`config.mk`:
```
export PLATFORM = sky130hd
export DESIGN_NAME = wb_port_arbiter_flat
export DESIGN_NICKNAME = d
export VERILOG_FILES = /design/src/rtl/wb_port_arbiter_if.sv /design/src/rtl/wb_port_arbiter.sv /design/src/flat_wrapper.sv
export SDC_FILE = /design/constraint.sdc
export NUM_CORES = 1
export LEC_CHECK = 0
export CAP_MARGIN = 20
export CORE_UTILIZATION = 44
export DETAILED_ROUTE_END_ITERATION = 10
export GPL_TIMING_DRIVEN = 1
export MAX_ROUTING_LAYER = met4
export PLACE_DENSITY_LB_ADDON = 0.3
export SLEW_MARGIN = 20
export SYNTH_ARGS = -nofsm -noshare
export SYNTH_HDL_FRONTEND = slang
export SYNTH_SLANG_ARGS = --single-unit
```
`constraint.sdc`:
```
create_clock -name Clk -period 4.1 [get_ports Clk]
set_input_delay 1.23 -clock Clk [delete_from_list [all_inputs] [get_ports Clk]]
set_output_delay 1.23 -clock Clk [all_outputs]
set_load 0.02 [all_outputs]
```
`src/rtl/wb_port_arbiter_if.sv`:
```
// ============================================================================
// Module  : wb_port_arbiter_if
// Brief   : Bus bundle for the two-requester register-file write arbiter.
// Revision: 1.0 - initial release
// ============================================================================
`default_nettype none

interface wb_port_arbiter_if #(
    parameter int DATA_W = 32,
    parameter int CNT_W  = 8
);
    logic              Req1;
    logic [4:0]        Addr1;
    logic [DATA_W-1:0] Data1;
    logic              Ack1;

    logic              Req2;
    logic [4:0]        Addr2;
    logic [DATA_W-1:0] Data2;
    logic              Ack2;

    logic              Hold;

    logic              RegWrite;
    logic [4:0]        WriteAddr;
    logic [DATA_W-1:0] WriteData;
    logic              Sel;
    logic [CNT_W-1:0]  ConflictCnt;

    // Arbiter side
    modport slave (
        input  Req1, Addr1, Data1,
        input  Req2, Addr2, Data2,
        input  Hold,
        output Ack1, Ack2,
        output RegWrite, WriteAddr, WriteData, Sel, ConflictCnt
    );

    // Requester / register-file side
    modport master (
        output Req1, Addr1, Data1,
        output Req2, Addr2, Data2,
        output Hold,
        input  Ack1, Ack2,
        input  RegWrite, WriteAddr, WriteData, Sel, ConflictCnt
    );
endinterface

`default_nettype wire

```
`src/rtl/wb_port_arbiter.sv`:
```
// ============================================================================
// Module  : wb_port_arbiter
// Brief   : Round-robin arbiter merging two write requesters onto one
//           register-file write port, with a saturating conflict counter.
// Revision: 1.0 - initial release
// ============================================================================
`default_nettype none

module wb_port_arbiter #(
    parameter int DATA_W = 32,
    parameter int CNT_W  = 8
) (
    input  wire logic        Clk,
    input  wire logic        Resetn,
    wb_port_arbiter_if.slave bus
);

    localparam logic c_REQ1 = 1'b0;
    localparam logic c_REQ2 = 1'b1;

    logic              last_q,     last_d;
    logic              regwrite_q, regwrite_d;
    logic [4:0]        waddr_q,    waddr_d;
    logic [DATA_W-1:0] wdata_q,    wdata_d;
    logic              sel_q,      sel_d;
    logic [CNT_W-1:0]  cnt_q,      cnt_d;

    logic              w_grant1;
    logic              w_grant2;
    logic              w_xfer;
    logic              w_both;
    logic [4:0]        w_addr;
    logic [DATA_W-1:0] w_data;

    // Grants are gated by Resetn so nothing is acknowledged while in reset.
    always_comb begin
        w_both   = bus.Req1 & bus.Req2;
        w_grant1 = Resetn & ~bus.Hold & bus.Req1 & (~bus.Req2 | (last_q == c_REQ2));
        w_grant2 = Resetn & ~bus.Hold & bus.Req2 & (~bus.Req1 | (last_q == c_REQ1));
        w_xfer   = w_grant1 | w_grant2;
        w_addr   = w_grant2 ? bus.Addr2 : bus.Addr1;
        w_data   = w_grant2 ? bus.Data2 : bus.Data1;
    end

    always_comb begin
        last_d     = last_q;
        regwrite_d = 1'b0;
        waddr_d    = waddr_q;
        wdata_d    = wdata_q;
        sel_d      = sel_q;
        cnt_d      = cnt_q;
        if (w_xfer) begin
            last_d     = w_grant2 ? c_REQ2 : c_REQ1;
            waddr_d    = w_addr;
            wdata_d    = w_data;
            sel_d      = w_grant2;
            // Writes to register zero are acknowledged but never committed.
            regwrite_d = (w_addr != 5'd0);
            if (w_both && (cnt_q != {CNT_W{1'b1}})) begin
                cnt_d = cnt_q + {{(CNT_W-1){1'b0}}, 1'b1};
            end
        end
    end

    always_ff @(posedge Clk or negedge Resetn) begin
        if (!Resetn) begin
            last_q     <= c_REQ2;
            regwrite_q <= 1'b0;
            waddr_q    <= 5'd0;
            wdata_q    <= {DATA_W{1'b0}};
            sel_q      <= 1'b0;
            cnt_q      <= {CNT_W{1'b0}};
        end else begin
            last_q     <= last_d;
            regwrite_q <= regwrite_d;
            waddr_q    <= waddr_d;
            wdata_q    <= wdata_d;
            sel_q      <= sel_d;
            cnt_q      <= cnt_d;
        end
    end

    assign bus.Ack1        = w_grant1;
    assign bus.Ack2        = w_grant2;
    assign bus.RegWrite    = regwrite_q;
    assign bus.WriteAddr   = waddr_q;
    assign bus.WriteData   = wdata_q;
    assign bus.Sel         = sel_q;
    assign bus.ConflictCnt = cnt_q;

endmodule

`default_nettype wire

```
`src/flat_wrapper.sv`:
```
// flat-port wrapper written by rule: the top's interface ports become plain ports
module wb_port_arbiter_flat 
#(
    parameter int DATA_W = 32,
    parameter int CNT_W  = 8
)
  (Clk, Resetn, bus_Req1, bus_Addr1, bus_Data1, bus_Req2, bus_Addr2, bus_Data2, bus_Hold, bus_Ack1, bus_Ack2, bus_RegWrite, bus_WriteAddr, bus_WriteData, bus_Sel, bus_ConflictCnt);
  wb_port_arbiter_if #(.DATA_W(DATA_W), .CNT_W(CNT_W)) bus_i ();
  input  wire logic Clk;
  input  wire logic Resetn;
  input wire logic [$bits(bus_i.Req1)-1:0] bus_Req1;
  input wire logic [$bits(bus_i.Addr1)-1:0] bus_Addr1;
  input wire logic [$bits(bus_i.Data1)-1:0] bus_Data1;
  input wire logic [$bits(bus_i.Req2)-1:0] bus_Req2;
  input wire logic [$bits(bus_i.Addr2)-1:0] bus_Addr2;
  input wire logic [$bits(bus_i.Data2)-1:0] bus_Data2;
  input wire logic [$bits(bus_i.Hold)-1:0] bus_Hold;
  output wire logic [$bits(bus_i.Ack1)-1:0] bus_Ack1;
  output wire logic [$bits(bus_i.Ack2)-1:0] bus_Ack2;
  output wire logic [$bits(bus_i.RegWrite)-1:0] bus_RegWrite;
  output wire logic [$bits(bus_i.WriteAddr)-1:0] bus_WriteAddr;
  output wire logic [$bits(bus_i.WriteData)-1:0] bus_WriteData;
  output wire logic [$bits(bus_i.Sel)-1:0] bus_Sel;
  output wire logic [$bits(bus_i.ConflictCnt)-1:0] bus_ConflictCnt;
  assign bus_i.Req1 = bus_Req1;
  assign bus_i.Addr1 = bus_Addr1;
  assign bus_i.Data1 = bus_Data1;
  assign bus_i.Req2 = bus_Req2;
  assign bus_i.Addr2 = bus_Addr2;
  assign bus_i.Data2 = bus_Data2;
  assign bus_i.Hold = bus_Hold;
  assign bus_Ack1 = bus_i.Ack1;
  assign bus_Ack2 = bus_i.Ack2;
  assign bus_RegWrite = bus_i.RegWrite;
  assign bus_WriteAddr = bus_i.WriteAddr;
  assign bus_WriteData = bus_i.WriteData;
  assign bus_Sel = bus_i.Sel;
  assign bus_ConflictCnt = bus_i.ConflictCnt;
  wb_port_arbiter #(.DATA_W(DATA_W), .CNT_W(CNT_W)) u_core (.Clk(Clk), .Resetn(Resetn), .bus(bus_i));
endmodule
```
==> Word level (Yosys, flattened, before mapping) <==
Index checks and enable logic that the tools add are counted.
Widths: inputs -> output; s select.
{ "classes": {"addsub": 1, "n_eq_ne": 1, "n_mux": 4, "bitwise_logic": 13, "reduce_logical": 3} }
{ "ops": {"columns": ["operator", "n"], "rows": [
  ["$mux 32", 1],
  ["$add 8x1->8 const B", 1],
  ["$ne 8x8->1 const B", 1],
  ["$and 1x1->1", 6],
  ["$mux 5", 1],
  ["$reduce_bool 5->1", 1],
  ["$not 1->1", 4],
  ["$or 1x1->1", 3],
  ["$mux 1", 2],
  ["$reduce_and 2->1", 1],
  ["$logic_and 1x1->1", 1]
]} }
{ "totals": {"register_bits": 48, "input_bits": 79, "out_inout_bits": 49, "wordCells": 28} }

==> Longest topological paths before layout <==
{ "depth": {"word_depth": 7, "depth_mapped": 6, "depth_no_buf": 4} }

==> Least setup slack after synthesis <==
Ideal clock, no wire load.
{ "synth_path": {"kind": "input to output", "from": "input bus_Hold", "to": "output bus_Ack1", "t_arrival_ns": 2.014, "t_required_ns": 2.870, "path_slack_ns": 0.856, "path_stages": 4, "path_buffers": 2, "path_cell_list": "nand2b_1 buf_2 clkbuf_1 nor2_1"} }
{ "synth_via": {"elab_chain_cells": 4} }
{ "synth_lines": {"columns": ["element", "line", "source"], "rows": [
  ["start: declaration", "flat_wrapper.sv:17", "input wire logic [$bits(bus_i.Hold)-1:0] bus_Hold;"],
  ["$not 1->1", "wb_port_arbiter.sv:38", "w_grant1 = Resetn & ~bus.Hold & bus.Req1 & (~bus.Req2 | (last_q == c_REQ2));"],
  ["$and 1x1->1 (3 in a row)", "wb_port_arbiter.sv:38", null],
  ["end: declaration", "flat_wrapper.sv:18", "output wire logic [$bits(bus_i.Ack1)-1:0] bus_Ack1;"]
]} }
No other way between the ends.

==> Final worst setup path <==
{ "layout_path": {"from": "input bus_Hold", "to": "output bus_Ack2"} }
{ "layout_via": {"elab_chain_cells": 4} }
{ "layout_lines": {"columns": ["element", "line", "source"], "rows": [
  ["$not 1->1", "wb_port_arbiter.sv:39", "w_grant2 = Resetn & ~bus.Hold & bus.Req2 & (~bus.Req1 | (last_q == c_REQ1));"],
  ["$and 1x1->1 (3 in a row)", "wb_port_arbiter.sv:39", null],
  ["end: declaration", "flat_wrapper.sv:19", "output wire logic [$bits(bus_i.Ack2)-1:0] bus_Ack2;"]
]} }
No other way between the ends.

==> metrics.csv <==
metric;value;unit
outcome;finished, final reports clean;
num_antenna_cells;0;
cts_tree;yes;
cts_resized;0;
finalHoldViolCount;0;
clk_latency;300;ps
min_period_over_period;0.969;
clock_sinks;48;
cp-end-kind;output pin;
synth_top_family_by_area;compound AO/OA/AOI/OAI gates;
drt-pass1-iter-count;5;
drive_gt1_frac;0.0672;
crit_required;2870;ps
holdBufCountCts;0;
fin_crit;3970;ps
final_common_cell;clkdlybuf4s50_1;
setup_viol;0;
cts_buffer_depth;2;
drtIter0Drc;128;
nets;467;
worstMarginPinSlew;559;ps
maxSlewViolCount;0;
syn_area_per_cell;9.64;sq um
num_vias;2670;
yosysUniqueCellTypes;40;
p_leak;1.62;nW
layout_common_cells;clkdlybuf4s50_1, dfrtp_1, o21ai_0;
muxShareOfSynthArea;0.0169;
fillerInstances;462;
hp-class;register to register;
routedWlPerCell;17.1;um
synth_area;2590;sq um
max_freq;252;MHz
regArea;1200;sq um
htreeDepth;2;
dpl.hpwl;5400;um
final_util;0.709;
synthAdderAreaFrac;0.00482;
cp.arrival;2740;ps
setup-tns-final;0;ps
slew_headroom;0.627;
powerDensity;379;nW/um^2
critical_path_class;primary input to output pin;
start_util;0.463;
synth_compound_area_frac;0.336;
vias_per_cell;5.82;
grt_pass1_vias;2613;
clk_pin_slew;80;ps
synth-simple-area-share;0.0622;
gp_congestion;0.782;
ant_nets;0;
seq_area_frac_synth;0.464;
grt_usage;0.266;
rsz0062_at_grt;no;
die_h;78.8;um
synthXorXnorAreaFrac;0.00675;
overflow;0;
synth_cells;269;
grt_max_degree;45;
ir_drop;0.319;mV
cts_buffers;5;
maxCapViolations;0;
antenna_found_initial;0;
worstPathMaxFanout;4;
std_cell_rows;27;
syn_nets;349;
cts_root_buf;clkbuf_8;
dieArea;6210;sq um
ys_ff_latch;48;
synth_warnings;0;
multiInputGateArea;1110;sq um
routed_wl;7860;um
io_pins;128;
die_x;78.8;um
cts_setup_buffers;0;
syn_to_final_growth;53.3;%
drc;0;
core_area;5610;sq um
grt_pass1_wl;12500;um
portBuffers;127;
worstSetupStartpointType;primary input;
clock_skew;9.90;ps
==> cell usage after synthesis (all sizes together) <==
library cell	n	area (sq um)
and3b	1	8.76
nor2	4	15.0
mux2	3	33.8
a21oi	1	5.00
nand2	6	25.0
nor3	3	15.0
inv	37	139
o2111a	1	11.3
and4	1	8.76
xnor2	2	17.5
a21o	2	15.0
buf	10	77.6
or4	1	7.51
ha	1	12.5
mux2i	1	10.0
nor4	2	12.5
nand4b	1	8.76
and3	4	25.0
o21ai	37	185
o21a	4	30.0
nand3	2	10.0
or3	1	6.26
a31oi	1	6.26
o311ai	1	16.3
a311o	4	40.0
dfrtp	47	1180
o311a	1	10.0
a21boi	1	7.51
dfstp	1	26.3
clkbuf	18	68.8
nor2b	1	6.26
nand4	1	6.26
o2111ai	33	289
o211ai	34	255
nand2b	1	6.26
==> critical path, cell delays in order <==
cell	delay [ps]
clkdlybuf4s50_1	470
and3b_1	280
nand2_2	70
inv_2	90
clkdlybuf4s50_1	610
==> through the flow <==
| step | setup WS [ps] | area (sq um) | power [mW] | instances | hold WS, ps |
|---|---|---|---|---|---|
| 2_1_floorplan | 856 | 2590 | 0.916 | 269 | 595 |
| 3_3_place_gp | 152 | 3900 | 1.23 | 452 | 461 |
| 3_5_place_dp | 143 | 3900 | 1.25 | 452 | 469 |
| 4_1_cts | 135 | 3980 | 1.51 | 459 | 487 |
| 5_1_grt | 85.4 | 3980 | 1.59 | 459 | 507 |
| 6_report | 129 | 3980 | 1.51 | 459 | 492 |
==> layer usage <==
| layer | wire (um) | vias to the layer above | GRT usage |
|---|---|---|---|
| met4 | 283 | 0 | 0.128 |
| met5 | 0 | - | - |
| met1 | 3310 | 1245 | 0.335 |
| li1 | - | 1258 | - |
| met3 | 634 | 24 | 0.0506 |
| met2 | 3630 | 143 | 0.412 |
==> power breakdown <==
group / internal [mW] / total [mW] / switching, mW
Sequential: 0.567 / 0.633 / 0.0661
Combinational: 0.305 / 0.604 / 0.299
Clock: 0.116 / 0.271 / 0.155
Total: 0.988 / 1.51 / 0.520
==> sequential cells by signal (all words and copies together), names as in the netlist <==
register	cells
u_core.last_q	1
u_core.bus.WriteAddr	5
u_core.bus.ConflictCnt	8
u_core.bus.RegWrite	1
u_core.bus.WriteData	32
u_core.bus.Sel	1
==> final timing paths <==
path / end / slack [ps] / start / depth (start not counted)
max: bus_Ack2 / 130 / bus_Hold / 5
max in group asynchronous: u_core.last_q / 2550 / Resetn / 2
min: u_core.bus.Sel / 490 / u_core.bus.Sel / 1
min reg2reg: u_core.bus.Sel / 490 / u_core.bus.Sel / 1
min in group asynchronous: u_core.bus.ConflictCnt[0] / 750 / Resetn / 1
max reg2reg: u_core.bus.ConflictCnt[1] / 2440 / u_core.bus.ConflictCnt[0] / 4
==> cell type report <==
class | count | share of cell area
well taps | 72 | 0.0227
repair buffers | 139 | 0.341
multi-input cells | 156 | 0.279
flip-flops and latches | 48 | 0.302
clock buffers | 6 | 0.0183
inverters | 37 | 0.0349
clock inverters | 1 | 0.00126
==> logic make-up after synthesis <==
| group | Yosys count |
|---|---|
| compound gates | 120 |
| buf+inv | 65 |
| flops | 48 |
| simple gates | 29 |
| mux | 4 |
| xor+xnor | 2 |
| fa+ha+maj | 1 |
No activity file was read; power rests on OpenSTA's default activity.
